File: config.mk
export PLATFORM = sky130hd
export DESIGN_NAME = rfid_tag_fsm
export DESIGN_NICKNAME = d
export VERILOG_FILES = /design/src/rtl/rfid_gen2_pkg.sv /design/src/rtl/rfid_crc5_chk.sv /design/src/rtl/rfid_tag_fsm.sv
export SDC_FILE = /design/constraint.sdc
export NUM_CORES = 1
export LEC_CHECK = 0
export BUFFER_PORTS_ARGS = -buffer_cell sky130_fd_sc_hd__clkbuf_2
export CAP_MARGIN = 5
export CORE_MARGIN = 4
export CORE_UTILIZATION = 60
export DETAILED_ROUTE_END_ITERATION = 10
export GPL_TIMING_DRIVEN = 0
export PLACE_DENSITY = 0.78
export SETUP_SLACK_MARGIN = 0.2
export SLEW_MARGIN = 20
export SYNTH_ARGS = -nofsm -noshare
export SYNTH_HDL_FRONTEND = slang
export SYNTH_SLANG_ARGS = --single-unit
File: constraint.sdc
create_clock -name clk -period 6.55 [get_ports clk]
set_clock_uncertainty 0.2 [all_clocks]
set_input_delay 0.9825 -clock clk [delete_from_list [all_inputs] [get_ports clk]]
set_output_delay 0.9825 -clock clk [all_outputs]
set_load 0.02 [all_outputs]
File: src/rtl/rfid_gen2_pkg.sv
// Shared Gen2 tag definitions: state encodings, command framing, Query field
// offsets, CRC5 constants and the slot/RN16 LFSR step.
package rfid_gen2_pkg;

    typedef enum logic [1:0] {
        StReady        = 2'd0,
        StArbitrate    = 2'd1,
        StReply        = 2'd2,
        StAcknowledged = 2'd3
    } tag_state_e;

    typedef enum logic [1:0] {
        TxIdle = 2'd0,
        TxWait = 2'd1,
        TxSend = 2'd2
    } tx_phase_e;

    // Receive shift register width and command lengths in bits
    localparam int unsigned RxW      = 22;
    localparam logic [4:0]  QryLen   = 5'd22;
    localparam logic [4:0]  RepLen   = 5'd4;
    localparam logic [4:0]  AckLen   = 5'd18;
    localparam logic [4:0]  NakLen   = 5'd8;
    localparam logic [4:0]  RxCntOvf = 5'd23;

    // Command prefixes, first bit on air is the MSB
    localparam logic [3:0] QryPrefix = 4'b1000;
    localparam logic [1:0] RepPrefix = 2'b00;
    localparam logic [1:0] AckPrefix = 2'b01;
    localparam logic [7:0] NakCode   = 8'b1100_0000;

    // Query field offsets inside the 22-bit frame
    localparam int unsigned QrySessLsb = 10;
    localparam int unsigned QryQLsb    = 5;

    // CRC5 x^5+x^3+1
    localparam logic [4:0] Crc5Preset = 5'b01001;
    localparam logic [4:0] Crc5Poly   = 5'b01001;

    // Fibonacci taps 16,14,13,11 seen from the shift-right end (bits 0,2,3,5)
    localparam logic [15:0] LfsrTapMask = 16'b0000_0000_0010_1101;

    function automatic logic [15:0] lfsr_next(input logic [15:0] s);
        return {^(s & LfsrTapMask), s[15:1]};
    endfunction

endpackage

File: src/rtl/rfid_crc5_chk.sv
// Serial CRC5 checker over a received reader frame. ok_o reflects the residue
// including any bit shifted on the current cycle, so it can be used on in_eof.
module rfid_crc5_chk
    import rfid_gen2_pkg::*;
(
    input  logic clk,
    input  logic rst,
    input  logic clr_i,
    input  logic shift_i,
    input  logic dat_i,
    output logic ok_o
);

    logic [4:0] crc_q, crc_d;
    logic       fb;

    // Next residue: clear first, then shift the incoming bit
    always_comb begin
        crc_d = crc_q;
        fb    = 1'b0;
        if (clr_i) begin
            crc_d = Crc5Preset;
        end
        if (shift_i) begin
            fb    = crc_d[4] ^ dat_i;
            crc_d = {crc_d[3:0], 1'b0} ^ (fb ? Crc5Poly : 5'b0);
        end
    end

    assign ok_o = (crc_d == 5'd0);

    // Residue register
    always_ff @(posedge clk) begin
        if (rst) begin
            crc_q <= Crc5Preset;
        end else begin
            crc_q <= crc_d;
        end
    end

endmodule

File: src/rtl/rfid_tag_fsm.sv
// Gen2 tag inventory responder: decodes Query/QueryRep/ACK/NAK from the PIE
// decoder, runs the slot-count state machine and serialises RN16 or
// PC+EPC+CRC16 replies over a valid/ready bit handshake.
// Optional: define RFID_TAG_CRC5_EN to reject Query frames with a bad CRC5.
module rfid_tag_fsm
    import rfid_gen2_pkg::*;
#(
    parameter int unsigned EPC_W     = 96,
    parameter logic [15:0] LFSR_SEED = 16'hACE1,
    parameter int unsigned T1_CYCLES = 64,
    parameter int unsigned T2_MAX    = 2000
) (
    input  logic             clk,
    input  logic             rst,
    input  logic             in_dat,
    input  logic             in_vld,
    input  logic             in_sof,
    input  logic             in_eof,
    input  logic [15:0]      epc_pc,
    input  logic [EPC_W-1:0] epc_val,
    input  logic [15:0]      epc_crc,
    output logic             out_dat,
    output logic             out_vld,
    input  logic             out_rdy,
    output logic             out_last,
    output logic [1:0]       state_o
);

    localparam int unsigned TxW    = 32 + EPC_W;
    localparam int unsigned TxCntW = $clog2(TxW + 1);
    localparam int unsigned T1W    = $clog2(T1_CYCLES + 1);
    localparam int unsigned T2W    = $clog2(T2_MAX + 1);

    tag_state_e        state_q, state_d;
    logic [14:0]       slot_q, slot_d;
    logic [1:0]        session_q, session_d;
    logic [15:0]       rn_q, rn_d;
    logic [15:0]       lfsr_q, lfsr_d;
    logic [RxW-1:0]    rx_sr_q, rx_sr_d;
    logic [4:0]        rx_cnt_q, rx_cnt_d;
    tx_phase_e         tx_phase_q, tx_phase_d;
    logic [TxW-1:0]    tx_sr_q, tx_sr_d;
    logic [TxCntW-1:0] tx_left_q, tx_left_d;
    logic [T1W-1:0]    t1_cnt_q, t1_cnt_d;
    logic              t2_run_q, t2_run_d;
    logic [T2W-1:0]    t2_cnt_q, t2_cnt_d;

    logic        tx_busy, rx_acc, crc_ok, frame_end;
    logic        is_qry, is_rep, is_ack, is_nak, cmd_valid;
    logic        send_rn, send_epc, t2_expire, tx_last_hs;
    logic [14:0] q_mask;

    assign tx_busy = (tx_phase_q != TxIdle);
    assign rx_acc  = in_vld & ~tx_busy;

    // Receive shifter; while a reply is in flight the count is parked at
    // overflow so the whole frame is dropped until the next in_sof
    always_comb begin
        rx_sr_d  = rx_sr_q;
        rx_cnt_d = rx_cnt_q;
        if (tx_busy) begin
            rx_cnt_d = RxCntOvf;
        end else begin
            if (in_sof) begin
                rx_cnt_d = 5'd0;
            end
            if (in_vld) begin
                rx_sr_d = {rx_sr_q[RxW-2:0], in_dat};
                if (rx_cnt_d != RxCntOvf) begin
                    rx_cnt_d = rx_cnt_d + 5'd1;
                end
            end
        end
    end

`ifdef RFID_TAG_CRC5_EN
    rfid_crc5_chk u_crc5_chk (
        .clk     (clk),
        .rst     (rst),
        .clr_i   (in_sof & ~tx_busy),
        .shift_i (rx_acc),
        .dat_i   (in_dat),
        .ok_o    (crc_ok)
    );
`else
    assign crc_ok = 1'b1;
`endif

    // Command decode on frame end, using the shifter state including this cycle's bit
    assign frame_end = in_eof & ~tx_busy;
    assign is_qry = frame_end && (rx_cnt_d == QryLen) && (rx_sr_d[21:18] == QryPrefix) && crc_ok;
    assign is_rep = frame_end && (rx_cnt_d == RepLen) && (rx_sr_d[3:2] == RepPrefix);
    assign is_ack = frame_end && (rx_cnt_d == AckLen) && (rx_sr_d[17:16] == AckPrefix);
    assign is_nak = frame_end && (rx_cnt_d == NakLen) && (rx_sr_d[7:0] == NakCode);
    assign cmd_valid = is_qry | is_rep | is_ack | is_nak;

    assign lfsr_d    = rx_acc ? lfsr_next(lfsr_q) : lfsr_q;
    assign q_mask    = ~(15'h7fff << rx_sr_d[QryQLsb +: 4]);
    assign t2_expire = t2_run_q && (t2_cnt_q == T2W'(T2_MAX - 1));

    // Slot-count state machine; decisions use the LFSR value after this cycle's bit
    always_comb begin
        state_d   = state_q;
        slot_d    = slot_q;
        session_d = session_q;
        rn_d      = rn_q;
        send_rn   = 1'b0;
        send_epc  = 1'b0;
        if (is_qry) begin
            session_d = rx_sr_d[QrySessLsb +: 2];
            slot_d    = lfsr_d[14:0] & q_mask;
            if (slot_d == 15'd0) begin
                state_d = StReply;
                rn_d    = lfsr_d;
                send_rn = 1'b1;
            end else begin
                state_d = StArbitrate;
            end
        end else if (is_rep) begin
            if (rx_sr_d[1:0] == session_q) begin
                case (state_q)
                    StArbitrate: begin
                        slot_d = slot_q - 15'd1;
                        if (slot_d == 15'd0) begin
                            state_d = StReply;
                            rn_d    = lfsr_d;
                            send_rn = 1'b1;
                        end
                    end
                    StReply:        state_d = StArbitrate;
                    StAcknowledged: state_d = StReady;
                    default:        ;
                endcase
            end
        end else if (is_ack) begin
            if (state_q == StReply || state_q == StAcknowledged) begin
                if (rx_sr_d[15:0] == rn_q) begin
                    state_d  = StAcknowledged;
                    send_epc = 1'b1;
                end else begin
                    state_d = StArbitrate;
                end
            end
        end else if (is_nak) begin
            if (state_q != StReady) begin
                state_d = StArbitrate;
            end
        end else if (t2_expire) begin
            state_d = StArbitrate;
        end
    end

    assign tx_last_hs = out_vld && out_rdy && (tx_left_q == TxCntW'(1));

    // T2 reply-to-command timer, armed by the final reply handshake
    always_comb begin
        t2_run_d = t2_run_q;
        t2_cnt_d = t2_cnt_q;
        if (cmd_valid) begin
            t2_run_d = 1'b0;
        end else if (tx_last_hs && (state_q == StReply || state_q == StAcknowledged)) begin
            t2_run_d = 1'b1;
            t2_cnt_d = '0;
        end else if (t2_run_q) begin
            if (t2_expire) begin
                t2_run_d = 1'b0;
            end else begin
                t2_cnt_d = t2_cnt_q + T2W'(1);
            end
        end
    end

    // Reply sequencer: T1 wait, then MSB-first shift-out on each handshake
    always_comb begin
        tx_phase_d = tx_phase_q;
        tx_sr_d    = tx_sr_q;
        tx_left_d  = tx_left_q;
        t1_cnt_d   = t1_cnt_q;
        case (tx_phase_q)
            TxIdle: begin
                if (send_rn) begin
                    tx_sr_d    = {rn_d, {(TxW - 16){1'b0}}};
                    tx_left_d  = TxCntW'(16);
                    t1_cnt_d   = '0;
                    tx_phase_d = TxWait;
                end else if (send_epc) begin
                    tx_sr_d    = {epc_pc, epc_val, epc_crc};
                    tx_left_d  = TxCntW'(TxW);
                    t1_cnt_d   = '0;
                    tx_phase_d = TxWait;
                end
            end
            TxWait: begin
                if (t1_cnt_q == T1W'(T1_CYCLES - 1)) begin
                    tx_phase_d = TxSend;
                end else begin
                    t1_cnt_d = t1_cnt_q + T1W'(1);
                end
            end
            TxSend: begin
                if (out_rdy) begin
                    tx_sr_d   = {tx_sr_q[TxW-2:0], 1'b0};
                    tx_left_d = tx_left_q - TxCntW'(1);
                    if (tx_left_q == TxCntW'(1)) begin
                        tx_phase_d = TxIdle;
                    end
                end
            end
            default: tx_phase_d = TxIdle;
        endcase
    end

    assign out_vld  = (tx_phase_q == TxSend);
    assign out_dat  = out_vld & tx_sr_q[TxW-1];
    assign out_last = out_vld && (tx_left_q == TxCntW'(1));
    assign state_o  = state_q;

    // State registers
    always_ff @(posedge clk) begin
        if (rst) begin
            state_q    <= StReady;
            slot_q     <= '0;
            session_q  <= '0;
            rn_q       <= '0;
            lfsr_q     <= LFSR_SEED;
            rx_sr_q    <= '0;
            rx_cnt_q   <= '0;
            tx_phase_q <= TxIdle;
            tx_sr_q    <= '0;
            tx_left_q  <= '0;
            t1_cnt_q   <= '0;
            t2_run_q   <= 1'b0;
            t2_cnt_q   <= '0;
        end else begin
            state_q    <= state_d;
            slot_q     <= slot_d;
            session_q  <= session_d;
            rn_q       <= rn_d;
            lfsr_q     <= lfsr_d;
            rx_sr_q    <= rx_sr_d;
            rx_cnt_q   <= rx_cnt_d;
            tx_phase_q <= tx_phase_d;
            tx_sr_q    <= tx_sr_d;
            tx_left_q  <= tx_left_d;
            t1_cnt_q   <= t1_cnt_d;
            t2_run_q   <= t2_run_d;
            t2_cnt_q   <= t2_cnt_d;
        end
    end

endmodule

==> impl_metrics.yaml, run 1 <==
layout:
  area_delta_synth_final_pct: 15.78
  diodes: 0
  nets: 1723
  drive_gt1_frac: 0.1910
sta:
  setup_viol: 0
  worst_slew_pin_slew_ns: 0.9825
  maxSlewHeadroom: 0.3400
  slew_violations: 0
  fin_ws_ns: 1.888
  rsz0062_at_grt: "false"
  finalHoldViolations: 0
  fin_hold_ws_ns: 0.2724
  fin_crit_sh: 0.7117
  fmax_mhz: 214.5
  period_minus_slack_ns: 4.662
  fin_tns_setup_ns: 0
global_routing:
  grt_pass1_wl_um: 55030
  antenna_found_initial: 0
  use_met1: 0.4188
  grt.overflow.total: 0
  grt_pass1_vias: 10884
  grtUsageMet3: 0.05166
  use_met2: 0.4702
  grt_use_total: 0.2993
  gr-max-usage-layer: "met2"
  grt_max_degree: 14
power_and_ir_drop:
  p_per_area_nw_per_um2: 222.8
  ir_drop_v: 0.0002214
  leakage_nw: 5.342
floorplan:
  pin_count: 140
  dieArea_um2: 22190
  rows: 51
  die_h_um: 149.0
  fp.dieW_um: 149.0
  start_util: 0.6106
  core_area_um2: 19530
logic_synthesis:
  yosysTopAreaCell: "dfxtp_1"
  yosysWarnings: 0
  synth.area.top_cells: "dfxtp_1, a221oi_1, nor2_1, nor3_1, nand2_1"
  synth_area_um2: 11920
  synthesis.nets: 1557
  syn_avg_cell_area_um2: 8.450
  synth_cells: 1411
  yosysMostFrequentCell: "dfxtp_1"
  netlist_top_cells_count: "dfxtp_1, nor2_1, nand2_1"
  netlist.area_leader.share: 0.3946
  synth-seq-cells: 235
  synth_async_sr_flop_share: 0
  synth_cell_type_count: 84
  synth_edf_count: 0
  synth_seq_area_share: 0.3946
  yosys_most_used_dff: "dfxtp_1"
clock_network:
  cts_tree: "yes"
  insertion_delay_ns: 0.53
  cts_sinks: 235
  postCtsSetupBuffers: 0
  cts_buffers: 26
  htree_num_levels: 1
  cts-root-buf: "clkbuf_16"
  cts_buffer_depth: 3
  clk_pin_slew_worst_paths_ns: 0.06
  post_cts_resized: 0
  ctsHoldBuffers: 0
drt:
  via_count: 11786
  firstDrtPassIters: 6
  wl_per_cell_um: 18.72
  viasPerCell: 6.330
  ant_nets: 0
  drc_errors: 0
  drt_iter0_markers: 1258
  drt-total-wl_um: 34860
worst_hold_path:
  min_path_type: "reg2reg"
  worstHoldPathCells: 2
setup_path:
  max_stage_delay_ns: 0.50
  worstRegToRegCells: 13
  worstSetupPathType: "in2reg"
  cp_top_family: "simple AND/OR/NAND/NOR gates"
  critPathSlowestCell: "o32ai_2"
  path_cells: "clkbuf_2 -> buf_2 -> nand2b_1 -> inv_1 -> ha_1 -> and4_1 -> xor2_1 -> o211ai_1 -> or3_1 -> clkbuf_1 -> or2_1 -> buf_2 -> o32ai_2 -> nor2_2 -> buf_6 -> buf_2 -> a21oi_1 -> a211oi_2"
  cpMostUsedCell: "buf_2"
  path_max_fanout: 10
  critPathBufInv: 7
  arrival_ns: 4.82
  path_depth: 18
  rrSetupSlack_ns: 2.22
  worstSetupEndpointType: "flip-flop"
  cp.required_ns: 6.71
  crit_path_start_kind: "input pin"
placement:
  portBuffers: 138
  place_ws_ns: 1.415
  hpwl_um: 25260
  gp_congestion: 0.9641
status:
  status: "complete, no violations"
run:
  maxCapViolations: 0
cell usage in the layout, fill, tap and decap left out, types with 11 or more instances in the layout:
cell	n
a221oi_1	95
nor2b_1	12
nor2_1	209
buf_4	14
nor3_2	30
a21oi_1	74
ha_1	11
nand3_1	31
nor3_1	94
clkbuf_2	138
o21ai_0	32
nor4_1	13
inv_1	35
clkbuf_16	27
o211ai_1	25
and3_1	17
xnor2_1	11
xor2_1	15
nand2b_1	14
mux2i_1	24
nand2_1	102
clkbuf_1	79
a221oi_2	20
dfxtp_1	235
a31oi_1	12
a211oi_1	12
a211oi_2	15
buf_2	22
per-layer routing:
metal  wire [um]  part of all wire  vias up
met5           0                 0        -
met4        1312             0.038        0
li1            -                 -     5572
met1       14900              0.43     5570
met3        3055             0.088      113
met2       15600              0.45      531
flip-flops by register name (all words and copies together) (netlist names):
register and flops:
tx_sr_q 128, rx_sr_q 22, lfsr_q 16, rn_q 16, slot_q 15, t2_cnt_q 11, tx_left_q 8, t1_cnt_q 7
rx_cnt_q 5, session_q 2, state_o 2, tx_phase_q 2, t2_run_q 1
tightest hold or removal path, stage by stage (launching register included):
cell     delay, ns
dfxtp_1       0.32
nand2_1       0.06
a21oi_1       0.05
metrics by stage:
step                      std cells  total power, mW  utilization  cell area [um^2]
after floorplan                1411            1.561            -             11920
after global placement         1814            1.643       0.6630             12940
after detailed placement       1814            1.643       0.6630             12940
after CTS                      1862            3.084       0.7067             13800
after global routing           1862            3.160       0.7070             13800
final                          1862            3.076       0.7070             13800
cells by family after synthesis:
logic type / count (synthesis) / share of synthesized area
simple gates: 589 / 0.2482
compound gates: 367 / 0.2446
flops: 235 / 0.3946
buf+inv: 158 / 0.06087
xor+xnor: 26 / 0.01910
mux: 25 / 0.02109
fa+ha+maj: 11 / 0.01154
power breakdown:
| group | switching, mW | total, mW | internal, mW |
|---|---|---|---|
| Clock | 0.591 | 1.46 | 0.868 |
| Combinational | 0.103 | 0.168 | 0.0644 |
| Sequential | 0.0118 | 1.45 | 1.44 |
| Total | 0.706 | 3.08 | 2.37 |
path summary, 6_finish.rpt:
path / startpoint / endpoint
setup / recovery: in_sof / tx_sr_q[124]
hold / removal: tx_left_q[1] / tx_left_q[1]
setup reg to reg: tx_phase_q[1] / tx_sr_q[124]
hold reg to reg: tx_left_q[1] / tx_left_q[1]
layout make-up:
cell class              instances  area (um^2)
well taps                     265        331.6
clock inverters                11        110.1
inverters                      36        135.1
plain buffers                 122        590.6
flip-flops and latches        235         4705
fillers                      1659         5722
multi-input cells            1018         6499
repair buffers                138        690.7
clock buffers                  37        743.2
Power figures use the tool's default switching activity.
==> inputs of run 2 (changes only) <==
--- a/config.mk
+++ b/config.mk
@@ -8,10 +8,10 @@
 export BUFFER_PORTS_ARGS = -buffer_cell sky130_fd_sc_hd__clkbuf_2
 export CAP_MARGIN = 5
 export CORE_MARGIN = 4
-export CORE_UTILIZATION = 60
+export CORE_UTILIZATION = 59
 export DETAILED_ROUTE_END_ITERATION = 10
 export GPL_TIMING_DRIVEN = 0
-export PLACE_DENSITY = 0.78
+export PLACE_DENSITY = 0.77
 export SETUP_SLACK_MARGIN = 0.2
 export SLEW_MARGIN = 20
 export SYNTH_ARGS = -nofsm -noshare
==> constraint.sdc (replaced) <==
create_clock -name clk -period 4.83 [get_ports clk]
set_clock_uncertainty 0.2 [all_clocks]
set_input_delay 0.7245 -clock clk [delete_from_list [all_inputs] [get_ports clk]]
set_output_delay 0.7245 -clock clk [all_outputs]
set_load 0.02 [all_outputs]
==> impl_metrics.yaml, run 2 (synthesis results as in run 1) <==
worst_hold_path:
  worstHoldStart: "epc_crc[0]"
  worst_hold_path.endpoint: "tx_sr_q[0]"
  worstHoldPathCells: 3
  min_path_type: "in2reg"
setup_path:
  cp.required_ns: 5.03
  worstSetupEndpointType: "flip-flop"
  worstRegToRegCells: 14
  arrival_ns: 4.57
  regToRegEndpoint: "tx_sr_q[30]"
  crit_path_start_kind: "flip-flop"
  path_max_fanout: 10
  rrSetupSlack_ns: 0.45
  reg2reg_from: "tx_phase_q[1]"
  worstSetupPathType: "reg2reg"
sta:
  fin_crit_sh: 0.9064
  maxSlewHeadroom: 0.4296
  period_minus_slack_ns: 4.378
  fmax_mhz: 228.4
  fin_tns_setup_ns: 0
  finalHoldViolations: 0
  fin_hold_ws_ns: 0.2446
  worst_slew_pin_slew_ns: 0.8491
  setup_viol: 0
  slew_violations: 0
  rsz0062_at_grt: "false"
layout:
  layout_common_cells: "dfxtp_1, nor2_1, clkbuf_2"
  mostFrequentLayoutCell: "dfxtp_1"
  regArea_um2: 4705
  diodes: 0
  biggestRegsByFlops: "tx_sr_q (128), rx_sr_q (22)"
  largest-register: "tx_sr_q"
  utilization: 0.7040
  multi_input_comb_area_um2: 6499
  largest_reg_flops: 128
  area_delta_synth_final_pct: 16.05
  final_area_um2: 13840
  drive_gt1_frac: 0.1939
  fin_cells: 1859
  nets: 1725
  fillers: 1649
global_routing:
  grt_use_total: 0.3116
  grt_max_degree: 14
  antenna_found_initial: 1
  grt_pass1_wl_um: 57440
  grt.overflow.total: 0
  grt_pass1_vias: 11097
clock_network:
  cts-root-buf: "clkbuf_16"
  cts_buffer_depth: 3
  ctsHoldBuffers: 0
  htree_num_levels: 1
  clk_pin_slew_worst_paths_ns: 0.06
  cts_buffers: 25
  cts_sinks: 235
  insertion_delay_ns: 0.55
  cts_tree: "yes"
power_and_ir_drop:
  leakage_nw: 5.370
  ir_drop_v: 0.0002786
  p_per_area_nw_per_um2: 305.6
placement:
  dp.cells: 1814
  hpwl_um: 25900
  portBuffers: 138
  gp_congestion: 1.008
  post_dp_cell_area_um2: 12940
drt:
  via_count: 11799
  drc_errors: 0
  drt_iter0_markers: 1416
  firstDrtPassIters: 6
  ant_nets: 0
  drt-total-wl_um: 36240
  viasPerCell: 6.347
  wl_per_cell_um: 19.49
floorplan:
  die_h_um: 150.2
  core_area_um2: 19650
  fp.dieW_um: 150.2
  rows: 51
  pin_count: 140
  dieArea_um2: 22550
  start_util: 0.6066
run:
  maxCapViolations: 0
status:
  status: "complete, no violations"
## run 2: layer usage
layer | wire length, um | track usage
met5 | 49 | 0.01364
met2 | 15810 | 0.4697
met3 | 3818 | 0.07586
met1 | 15660 | 0.4446
met4 | 903 | 0.08829
## run 2: worst max-delay path by stage
| stage | cells after the start | end | slack [ns] | from |
|---|---|---|---|---|
| floorplan | 16 | tx_sr_q[9] | 0.88 | in_sof |
| global placement | 14 | tx_sr_q[23] | -0.22 | in_vld |
| detailed placement | 13 | tx_sr_q[30] | -0.18 | in_vld |
| CTS | 13 | tx_sr_q[30] | 0.34 | tx_phase_q[1] |
| global route | 16 | tx_sr_q[100] | 0.24 | in_sof |
| finish | 14 | tx_sr_q[30] | 0.45 | tx_phase_q[1] |
## run 2: layout make-up
type / count / area share
Buffer: 122 / 0.04277
Tap cell: 265 / 0.02396
Timing Repair Buffer: 141 / 0.05155
Inverter: 36 / 0.009767
Clock inverter: 9 / 0.009767
Multi-Input combinational cell: 1018 / 0.4697
Clock buffer: 33 / 0.05245
Sequential cell: 235 / 0.3400
## run 2: metrics by stage
step,setup WS [ns],total power [mW]
global route,0.2431,4.339
CTS,0.3422,4.229
detailed placement,-0.1754,2.227
finish,0.4522,4.228
floorplan,0.8758,2.117
global placement,-0.2191,2.226
## run 2: critical path: stages (launching register included)
cell,delay (ns)
dfxtp_1,0.30
buf_2,0.21
nor3b_4,0.43
buf_4,0.29
buf_2,0.29
nand4_1,0.19
a31o_2,0.30
nor4_1,0.48
nand4_1,0.19
buf_4,0.22
nand2_1,0.19
nor2_2,0.19
clkbuf_1,0.28
a221oi_1,0.36
nor3_2,0.08
## run 2: power breakdown
group / total (mW) / switching, mW / internal, mW
clock network: 2.04 / 0.823 / 1.21
logic: 0.227 / 0.140 / 0.0873
registers: 1.96 / 0.0153 / 1.95
## run 2: what timing repair did
item	in CTS	in global routing
gates resized for setup	0	1
endpoints found under the setup margin	0	129
setup buffers	0	3
==> inputs of run 3 (changes only) <==
--- a/config.mk
+++ b/config.mk
@@ -10,7 +10,6 @@
 export CORE_MARGIN = 4
 export CORE_UTILIZATION = 59
 export DETAILED_ROUTE_END_ITERATION = 10
-export GPL_TIMING_DRIVEN = 0
 export PLACE_DENSITY = 0.77
 export SETUP_SLACK_MARGIN = 0.2
 export SLEW_MARGIN = 20
==> impl_metrics.yaml, run 3 (synthesis results as in run 1) <==
layout:
  multi_input_comb_area_um2: 6510
  largest_reg_flops: 128
  utilization: 0.6912
  largest-register: "tx_sr_q"
  diodes: 0
  drive_gt1_frac: 0.1960
  final_area_um2: 13590
  mostFrequentLayoutCell: "dfxtp_1"
  area_delta_synth_final_pct: 13.95
  layout_common_cells: "dfxtp_1, nor2_1, clkbuf_2"
  biggestRegsByFlops: "tx_sr_q (128), rx_sr_q (22)"
  nets: 1636
  fillers: 1644
  regArea_um2: 4705
setup_path:
  cp.required_ns: 5.07
  worstSetupPathType: "reg2reg"
  crit_path_start_kind: "flip-flop"
  arrival_ns: 4.36
  reg2reg_from: "tx_phase_q[1]"
  path_max_fanout: 60
  worstSetupEndpointType: "flip-flop"
  critPathLaunch: "tx_phase_q[1]"
floorplan:
  pin_count: 140
  rows: 51
  die_h_um: 150.2
  core_area_um2: 19650
  fp.dieW_um: 150.2
  start_util: 0.6066
  dieArea_um2: 22550
global_routing:
  grt_pass1_vias: 10208
  grt_pass1_wl_um: 50950
  antenna_found_initial: 0
  grt.overflow.total: 0
  grt_use_total: 0.2696
  grt_max_degree: 77
drt:
  wl_per_cell_um: 17.87
  drc_errors: 0
  drt-total-wl_um: 31720
  viasPerCell: 6.319
  drt_iter0_markers: 1044
  ant_nets: 0
  firstDrtPassIters: 5
  via_count: 11217
sta:
  finalHoldViolations: 0
  fin_ws_ns: 0.7079
  slew_violations: 0
  period_minus_slack_ns: 4.122
  setup_viol: 0
  worst_slew_pin_slew_ns: 1.092
  fmax_mhz: 242.6
  fin_tns_setup_ns: 0
  rsz0062_at_grt: "false"
  maxSlewHeadroom: 0.2705
  fin_crit_sh: 0.8534
status:
  status: "complete, no violations"
clock_network:
  cts_buffers: 26
  htree_num_levels: 1
  postCtsSetupBuffers: 0
  cts_sinks: 235
  clk_pin_slew_worst_paths_ns: 0.06
  insertion_delay_ns: 0.53
  ctsHoldBuffers: 0
  cts_tree: "yes"
  cts-root-buf: "clkbuf_16"
  cts_buffer_depth: 3
  post_cts_resized: 0
placement:
  gp_congestion: 0.9635
  post_dp_cell_area_um2: 12730
  portBuffers: 139
  hpwl_um: 21140
  place_ws_ns: 0.2731
worst_hold_path:
  worstHoldStart: "tx_left_q[1]"
  min_path_type: "reg2reg"
power_and_ir_drop:
  ir_drop_v: 0.0002832
  power_mw: 4.158
  p_per_area_nw_per_um2: 306.1
  leakage_nw: 5.269
run:
  maxCapViolations: 0
## run 3: changes by cell type in the layout (fill, tap and decap cells not counted), moves of 6 or more
cell / before / now
buf_1: 6 / 0
buf_12: 0 / 7
buf_2: 22 / 0
buf_4: 17 / 27
buf_6: 7 / 1
clkbuf_1: 73 / 9
## run 3: path summary, 6_finish.rpt
| path | end | slack (ns) | depth (start not counted) |
|---|---|---|---|
| setup / recovery | tx_sr_q[67] | 0.71 | 11 |
| hold / removal | tx_left_q[1] | 0.25 | 2 |
| setup reg to reg | tx_sr_q[67] | 0.71 | 11 |
| hold reg to reg | tx_left_q[1] | 0.25 | 2 |
## run 3: worst max-delay path, cell delays in order, from the launching register on
cell and delay, ns:
dfxtp_1 0.30, or3b_2 0.73, buf_4 0.27, mux2i_1 0.18, a211oi_1 0.30, nor2_1 0.07
nand4_1 0.22, o21ai_2 0.16, nor2_4 0.84, buf_12 0.35, a221oi_1 0.14, nor3_1 0.24
## run 3: layout make-up
type | instances | share of cell area
repair buffers | 173 | 0.07690
well taps | 265 | 0.02441
clock inverters | 8 | 0.007644
clock buffers | 40 | 0.05544
flip-flops and latches | 235 | 0.3463
inverters | 36 | 0.01013
multi-input cells | 1018 | 0.4792
## run 3: through the flow
stage,hold slack (ns),instances
floorplan,0.2319,1411
detailed placement,0.2454,1727
global placement,0.2409,1727
finish,0.2530,1775
global route,0.2731,1775
CTS,0.2471,1775
## run 3: per-layer routing
layer  global-route usage  part of all wire  vias up
li1                     -                 -     5381
met1               0.3831              0.44     5353
met2               0.4264              0.46      421
met3              0.04636             0.076       62
met4              0.07091             0.023        0
met5                    0                 0        -
## run 3: power breakdown
part | leakage [nW] | switching, mW | internal (mW) | total (mW)
clock network | 0.418 | 0.796 | 1.18 | 1.98
logic | 2.96 | 0.125 | 0.0862 | 0.211
registers | 1.90 | 0.0199 | 1.95 | 1.97
total | 5.27 | 0.941 | 3.22 | 4.16
